### config.mk
export PLATFORM = sky130hd
export DESIGN_NAME = fetch_unit
export DESIGN_NICKNAME = d
export VERILOG_FILES = /design/src/rtl/fetch_unit.sv
export SDC_FILE = /design/constraint.sdc
export NUM_CORES = 1
export LEC_CHECK = 0
export BUFFER_PORTS_ARGS = -buffer_cell sky130_fd_sc_hd__buf_2
export CAP_MARGIN = 20
export CORE_UTILIZATION = 56
export CTS_BUF_LIST = sky130_fd_sc_hd__clkbuf_2
export DETAILED_ROUTE_END_ITERATION = 10
export PLACE_DENSITY = 0.87
export SETUP_SLACK_MARGIN = 0.1
export SKIP_CTS_REPAIR_TIMING = 1
export SYNTH_ARGS = -nofsm -noshare
export SYNTH_HDL_FRONTEND = slang
export SYNTH_SLANG_ARGS = --single-unit
export TNS_END_PERCENT = 1
### constraint.sdc
create_clock -name clk -period 4.75 [get_ports clk]
set_input_delay 0 -clock clk [delete_from_list [all_inputs] [get_ports clk]]
set_output_delay 0 -clock clk [all_outputs]
set_load 0.01 [all_outputs]
### src/rtl/fetch_unit.sv
// -----------------------------------------------------------------------------
// fetch_unit
//
// Instruction fetch front end. Issues one instruction-memory request at a time,
// collects responses into a small FIFO instruction buffer, and hands the buffer
// head to decode. Handles redirects (taken branch / jump) from the branch unit,
// a sticky halt request, and a permanent HALT state that only reset leaves.
//
// Parameters
//   PC_W   program counter / imem byte-address width (must be < 32)
//   DEPTH  instruction-buffer entries, power of two, >= 2
//
// Ports
//   clk, rst_n          clock, asynchronous active-low reset
//   PcSel, BrPC         redirect request and its target (BrPC[PC_W-1:0] used)
//   flag_halt           halt request (sticky once seen)
//   Cur_PC              PC of the next fetch
//   imem_req/imem_addr  memory request valid / address (address == Cur_PC)
//   imem_ack/imem_rdata one-cycle response strobe and fetched instruction
//   inst_valid/inst/inst_pc  buffer head; zero when the buffer is empty
//   dec_ready           decode accepts the head
//   halted              fetch has stopped permanently
//   redirect_cnt        accepted-redirect counter, present only when the
//                       macro FETCH_PERF_CNT_EN is defined
//
// FSM states
//   state  | meaning
//   -------+-------------------------------------------------------------
//   IDLE   | no request outstanding; may issue one this cycle
//   WAIT   | one request outstanding; imem_req held until imem_ack
//   HALT   | fetch stopped; buffer still drains; left only through reset
// -----------------------------------------------------------------------------
module fetch_unit #(
    parameter int PC_W  = 9,
    parameter int DEPTH = 2
) (
    input  logic            clk,
    input  logic            rst_n,
    input  logic            PcSel,
    input  logic [31:0]     BrPC,
    input  logic            flag_halt,
    output logic [PC_W-1:0] Cur_PC,
    output logic            imem_req,
    output logic [PC_W-1:0] imem_addr,
    input  logic            imem_ack,
    input  logic [31:0]     imem_rdata,
    output logic            inst_valid,
    output logic [31:0]     inst,
    output logic [PC_W-1:0] inst_pc,
    input  logic            dec_ready,
    output logic            halted
`ifdef FETCH_PERF_CNT_EN
    ,
    output logic [31:0]     redirect_cnt
`endif
);

    localparam int AW = (DEPTH > 1) ? $clog2(DEPTH) : 1;
    localparam int CW = $clog2(DEPTH + 1);

    typedef enum logic [1:0] {
        S_IDLE = 2'd0,
        S_WAIT = 2'd1,
        S_HALT = 2'd2
    } state_t;

    state_t          state, state_nxt;
    logic [PC_W-1:0] pc_q, pc_nxt;
    logic            stale_q, stale_nxt;
    logic            halt_pend_q, halt_pend_nxt;

    logic [AW-1:0]   wr_ptr, rd_ptr;
    logic [CW-1:0]   count_q;
    logic [31:0]     buf_inst [DEPTH];
    logic [PC_W-1:0] buf_pc   [DEPTH];

    logic            redirect;
    logic            halt_req;
    logic            buf_full;
    logic            push;
    logic            pop;
    logic            req_int;

    // Only the low PC_W bits of the redirect target are meaningful.
    logic unused_brpc_hi;
    assign unused_brpc_hi = ^BrPC[31:PC_W];

    // Redirects are ignored once halted.
    assign redirect   = PcSel && (state != S_HALT);
    assign halt_req   = halt_pend_q || flag_halt;
    assign buf_full   = (count_q == CW'(DEPTH));
    assign inst_valid = (count_q != '0);
    // A redirect flushes the buffer, so a same-cycle pop is meaningless.
    assign pop        = inst_valid && dec_ready && !redirect;

    always_comb begin
        state_nxt     = state;
        pc_nxt        = pc_q;
        stale_nxt     = stale_q;
        halt_pend_nxt = halt_pend_q;
        req_int       = 1'b0;
        push          = 1'b0;

        if ((state != S_HALT) && flag_halt) begin
            halt_pend_nxt = 1'b1;
        end

        case (state)
            S_IDLE: begin
                if (halt_req) begin
                    state_nxt = S_HALT;
                end else if (!redirect && !buf_full) begin
                    // No request in a redirect cycle: the address is about to
                    // change and a request to the old PC would only be stale.
                    req_int   = 1'b1;
                    state_nxt = S_WAIT;
                end
            end
            S_WAIT: begin
                req_int = 1'b1;
                if (imem_ack) begin
                    push = !stale_q && !redirect;
                    if (push) begin
                        pc_nxt = pc_q + PC_W'(4);
                    end
                    stale_nxt = 1'b0;
                    state_nxt = halt_req ? S_HALT : S_IDLE;
                end else if (redirect) begin
                    // The response still in flight belongs to the old path.
                    stale_nxt = 1'b1;
                end
            end
            S_HALT: begin
                state_nxt = S_HALT;
            end
            default: begin
                state_nxt = S_IDLE;
            end
        endcase

        if (redirect) begin
            pc_nxt = BrPC[PC_W-1:0];
        end
    end

    always_ff @(posedge clk or negedge rst_n) begin
        if (!rst_n) begin
            state       <= S_IDLE;
            pc_q        <= '0;
            stale_q     <= 1'b0;
            halt_pend_q <= 1'b0;
        end else begin
            state       <= state_nxt;
            pc_q        <= pc_nxt;
            stale_q     <= stale_nxt;
            halt_pend_q <= halt_pend_nxt;
        end
    end

    // Buffer bookkeeping. Push and pop never collide with a full buffer since
    // at most one request is outstanding and none is issued when full.
    always_ff @(posedge clk or negedge rst_n) begin
        if (!rst_n) begin
            wr_ptr  <= '0;
            rd_ptr  <= '0;
            count_q <= '0;
        end else if (redirect) begin
            wr_ptr  <= '0;
            rd_ptr  <= '0;
            count_q <= '0;
        end else begin
            if (push) begin
                wr_ptr <= wr_ptr + AW'(1);
            end
            if (pop) begin
                rd_ptr <= rd_ptr + AW'(1);
            end
            if (push && !pop) begin
                count_q <= count_q + CW'(1);
            end else if (!push && pop) begin
                count_q <= count_q - CW'(1);
            end
        end
    end

    // Storage needs no reset: it is only observed through count_q.
    always_ff @(posedge clk) begin
        if (push) begin
            buf_inst[wr_ptr] <= imem_rdata;
            buf_pc[wr_ptr]   <= pc_q;
        end
    end

    // Gating with rst_n keeps the request low for the whole reset assertion,
    // even though the reset state itself would otherwise request.
    assign imem_req  = req_int && rst_n;
    assign Cur_PC    = pc_q;
    assign imem_addr = pc_q;
    assign inst      = inst_valid ? buf_inst[rd_ptr] : '0;
    assign inst_pc   = inst_valid ? buf_pc[rd_ptr]   : '0;
    assign halted    = (state == S_HALT);

`ifdef FETCH_PERF_CNT_EN
    logic [31:0] redirect_cnt_q;

    always_ff @(posedge clk or negedge rst_n) begin
        if (!rst_n) begin
            redirect_cnt_q <= '0;
        end else if (redirect) begin
            redirect_cnt_q <= redirect_cnt_q + 32'd1;
        end
    end

    assign redirect_cnt = redirect_cnt_q;
`endif

endmodule

==> results.py <==
metrics = {
    "clock_network": {
        "clkSinkCount": 99,
        "htreeDepth": 3,
        "cts_buffers": 9,
        "clk_pin_slew_worst_paths_ps": 260,
        "cts-root-buf": "clkbuf_2",
        "clock_latency_ps": 530,
        "tritoncts": "done",
        "clock_path_buffers": 2,
    },
    "routing": {
        "ant_nets": 0,
        "dr_total_vias": 2763,
        "drt_iter0_drc": 111,
        "drtPass1Iterations": 6,
        "routed_wl_um": 8567,
        "drt-vias-per-instance": 5.263,
        "wl_per_cell_um": 16.32,
        "drcViolationCount": 0,
    },
    "sta": {
        "rsz0062_at_grt": "false",
        "worst_pin_slew_ps": 1023,
        "tns_ps": 0,
        "setup_violations": 0,
        "drv_slew": 0,
        "fmax_mhz": 406.5,
        "period_needed_ps": 2460,
        "slew_headroom_pct": 31.79,
        "final_hold_viol_count": 0,
        "setup_ws_ps": 2290,
        "min_period_over_period_pct": 51.78,
        "clock-skew-final_ps": 18.43,
    },
    "finish": {
        "nFillCells": 435,
        "stdcell_area_mm2": 0.005229,
        "multi_input_area_mm2": 0.001035,
        "diodes": 0,
        "area_growth_syn_to_layout_pct": 29.38,
        "layout_commonest_cell": "buf_2",
        "seq_area_mm2": 0.002889,
        "mostFrequentLayoutCells": "108 x buf_2, 82 x edfxtp_1, 50 x dlygate4sd3_1",
        "drive_gt1_share_pct": 31.00,
        "num-nets-final": 496,
    },
    "yosys": {
        "synth.distinct_cells": 38,
        "synth_top_area_share_pct": 60.93,
        "synth.area.top_cells": "edfxtp_1 61%, dfrtp_1 11%, mux2i_1 10%",
        "syn_area_mm2": 0.004041,
        "synth_nets": 345,
        "syn_inst": 274,
        "yosys.area.top_type": "edfxtp_1",
        "ys_ff_latch": 99,
        "yosys_warnings": 0,
        "syn_avg_cell_area_um2": 14.75,
        "synth-seq-area-share_pct": 71.46,
    },
    "placement": {
        "dp_hpwl_um": 4928,
        "place.gp.congestion": 0.8254,
        "placed_area_mm2": 0.004618,
        "portBuffers": 108,
        "post-place-ws_ps": 2324,
    },
    "worst_setup_path": {
        "end_kind": "flop",
        "critPathMaxStageDelay_ps": 950,
        "cp_slowest_cell": "and3_2",
        "crit_chain": "or2b_1 > nand2_1 > and3_2",
        "cp.buffers_inverters": 0,
        "cp-start-kind": "flop",
        "worstPathRequired_ps": 4930,
        "path_max_fanout": 41,
        "path_class": "reg2reg",
        "cp_data_arrival_time_ps": 2640,
        "crit_family": "simple AND/OR/NAND/NOR gates",
    },
    "power_and_ir_drop": {
        "peakVddDrop_mv": 0.2353,
        "powerDensity_mw_per_mm2": 409.3,
        "leakagePower_nw": 2.206,
    },
    "global_route": {
        "antenna_found_initial": 0,
        "grt_use_total_pct": 20.66,
        "grt_use_met3_pct": 3.697,
        "grt-ovfl-total": 0,
        "grt_pass1_vias": 2546,
        "grt_use_met1_pct": 24.08,
        "grt_pass1_wl_um": 11570,
        "busiest_layer": "met2",
        "use_met2_pct": 37.08,
        "grt_max_degree": 43,
    },
    "die": {
        "die-area_mm2": 0.007560,
        "io_pins": 132,
        "initial_core_util_pct": 58.83,
        "die_x_um": 86.95,
        "die_h_um": 86.95,
        "rows": 30,
        "core_area_mm2": 0.006869,
    },
    "job": {
        "drv_cap": 0,
    },
    "outcome": {
        "status": "finished clean",
    },
    "worst_hold_path": {
        "hp-class": "in2reg",
    },
}
-- per-layer routing --
layer | up-vias | share of wire [%]
li1 | 1305 | -
met1 | 1333 | 40
met2 | 112 | 53
met3 | 13 | 5.7
met4 | 0 | 1.9
met5 | - | 0
-- Yosys cell counts --
library cell / n
and4bb_2: 1
inv_2: 1
o2111a_1: 1
dfrtp_1: 17
ha_1: 1
xor2_1: 1
inv_1: 4
and2b_2: 1
nor2_1: 47
mux2_1: 2
nor3_1: 6
o211a_1: 1
a21o_1: 1
edfxtp_1: 82
nor2b_1: 1
and3_1: 1
a31oi_1: 5
a2111oi_1: 1
o31ai_1: 2
a21oi_1: 4
nand3_1: 3
a211o_1: 1
buf_4: 9
or2b_1: 2
mux2i_1: 42
clkbuf_1: 5
nand4b_1: 1
xnor2_1: 3
nand4bb_2: 1
nand2_1: 6
o21ai_1: 3
o21ai_0: 3
o221a_1: 1
or3_1: 4
a21boi_1: 1
or4_1: 2
o21bai_1: 1
buf_2: 6
-- final timing paths --
check	cells after the start	endpoint	from	slack, ps
setup / recovery	3	buf_inst[1][19]	state[0]	2290
setup reg to reg	3	buf_inst[1][19]	state[0]	2290
hold reg to reg	1	halt_pend_q	halt_pend_q	510
hold / removal	2	buf_inst[0][28]	imem_rdata[28]	170
min in group asynchronous	3	count_q[0]	rst_n	600
max in group asynchronous	3	rd_ptr	rst_n	3620
-- where the power goes --
group | switching [mW] | internal [mW]
combinational | 0.392 | 0.321
sequential | 0.0597 | 0.978
clock | 0.269 | 0.121
total | 0.720 | 1.42
-- kinds of logic (layout without fill, tap and decap cells) --
family	Yosys count	in the layout	synth area share [%]
AO/OA/AOI/OAI	25	25	4.210
buffers and inverters	25	180	3.343
multiplexers	44	44	10.96
adder cells (fa/ha/maj)	1	1	0.3095
flip-flops	99	99	71.46
XOR/XNOR	4	4	0.8670
AND/OR/NAND/NOR	76	76	8.854
-- layout make-up --
class | count | share of cell area, %
tap | 96 | 2.297
inverter | 5 | 0.3589
sequential | 99 | 55.25
multi-input combinational | 150 | 19.79
timing repair buffer | 160 | 20.20
clock buffer | 9 | 0.8615
clock inverter | 6 | 1.244
-- metrics by stage --
stage | util (%) | total power [mW] | hold WS (ps) | cells
3_5_place_dp | 67.23 | 1.733 | -49.67 | 460
2_1_floorplan | - | 1.497 | -295.6 | 274
3_3_place_gp | 67.23 | 1.722 | -56.34 | 460
6_report | 76.12 | 2.140 | 167.6 | 525
5_1_grt | 76.12 | 2.253 | 130.2 | 525
4_1_cts | 68.83 | 2.112 | -681.2 | 475
-- sequential cells by signal (all words and copies together) (netlist names) --
register     cells
buf_inst        64
buf_pc          18
wr_ptr           1
Cur_PC           9
count_q          2
stale_q          1
state            2
rd_ptr           1
halt_pend_q      1
Power figures use the tool's default switching activity.
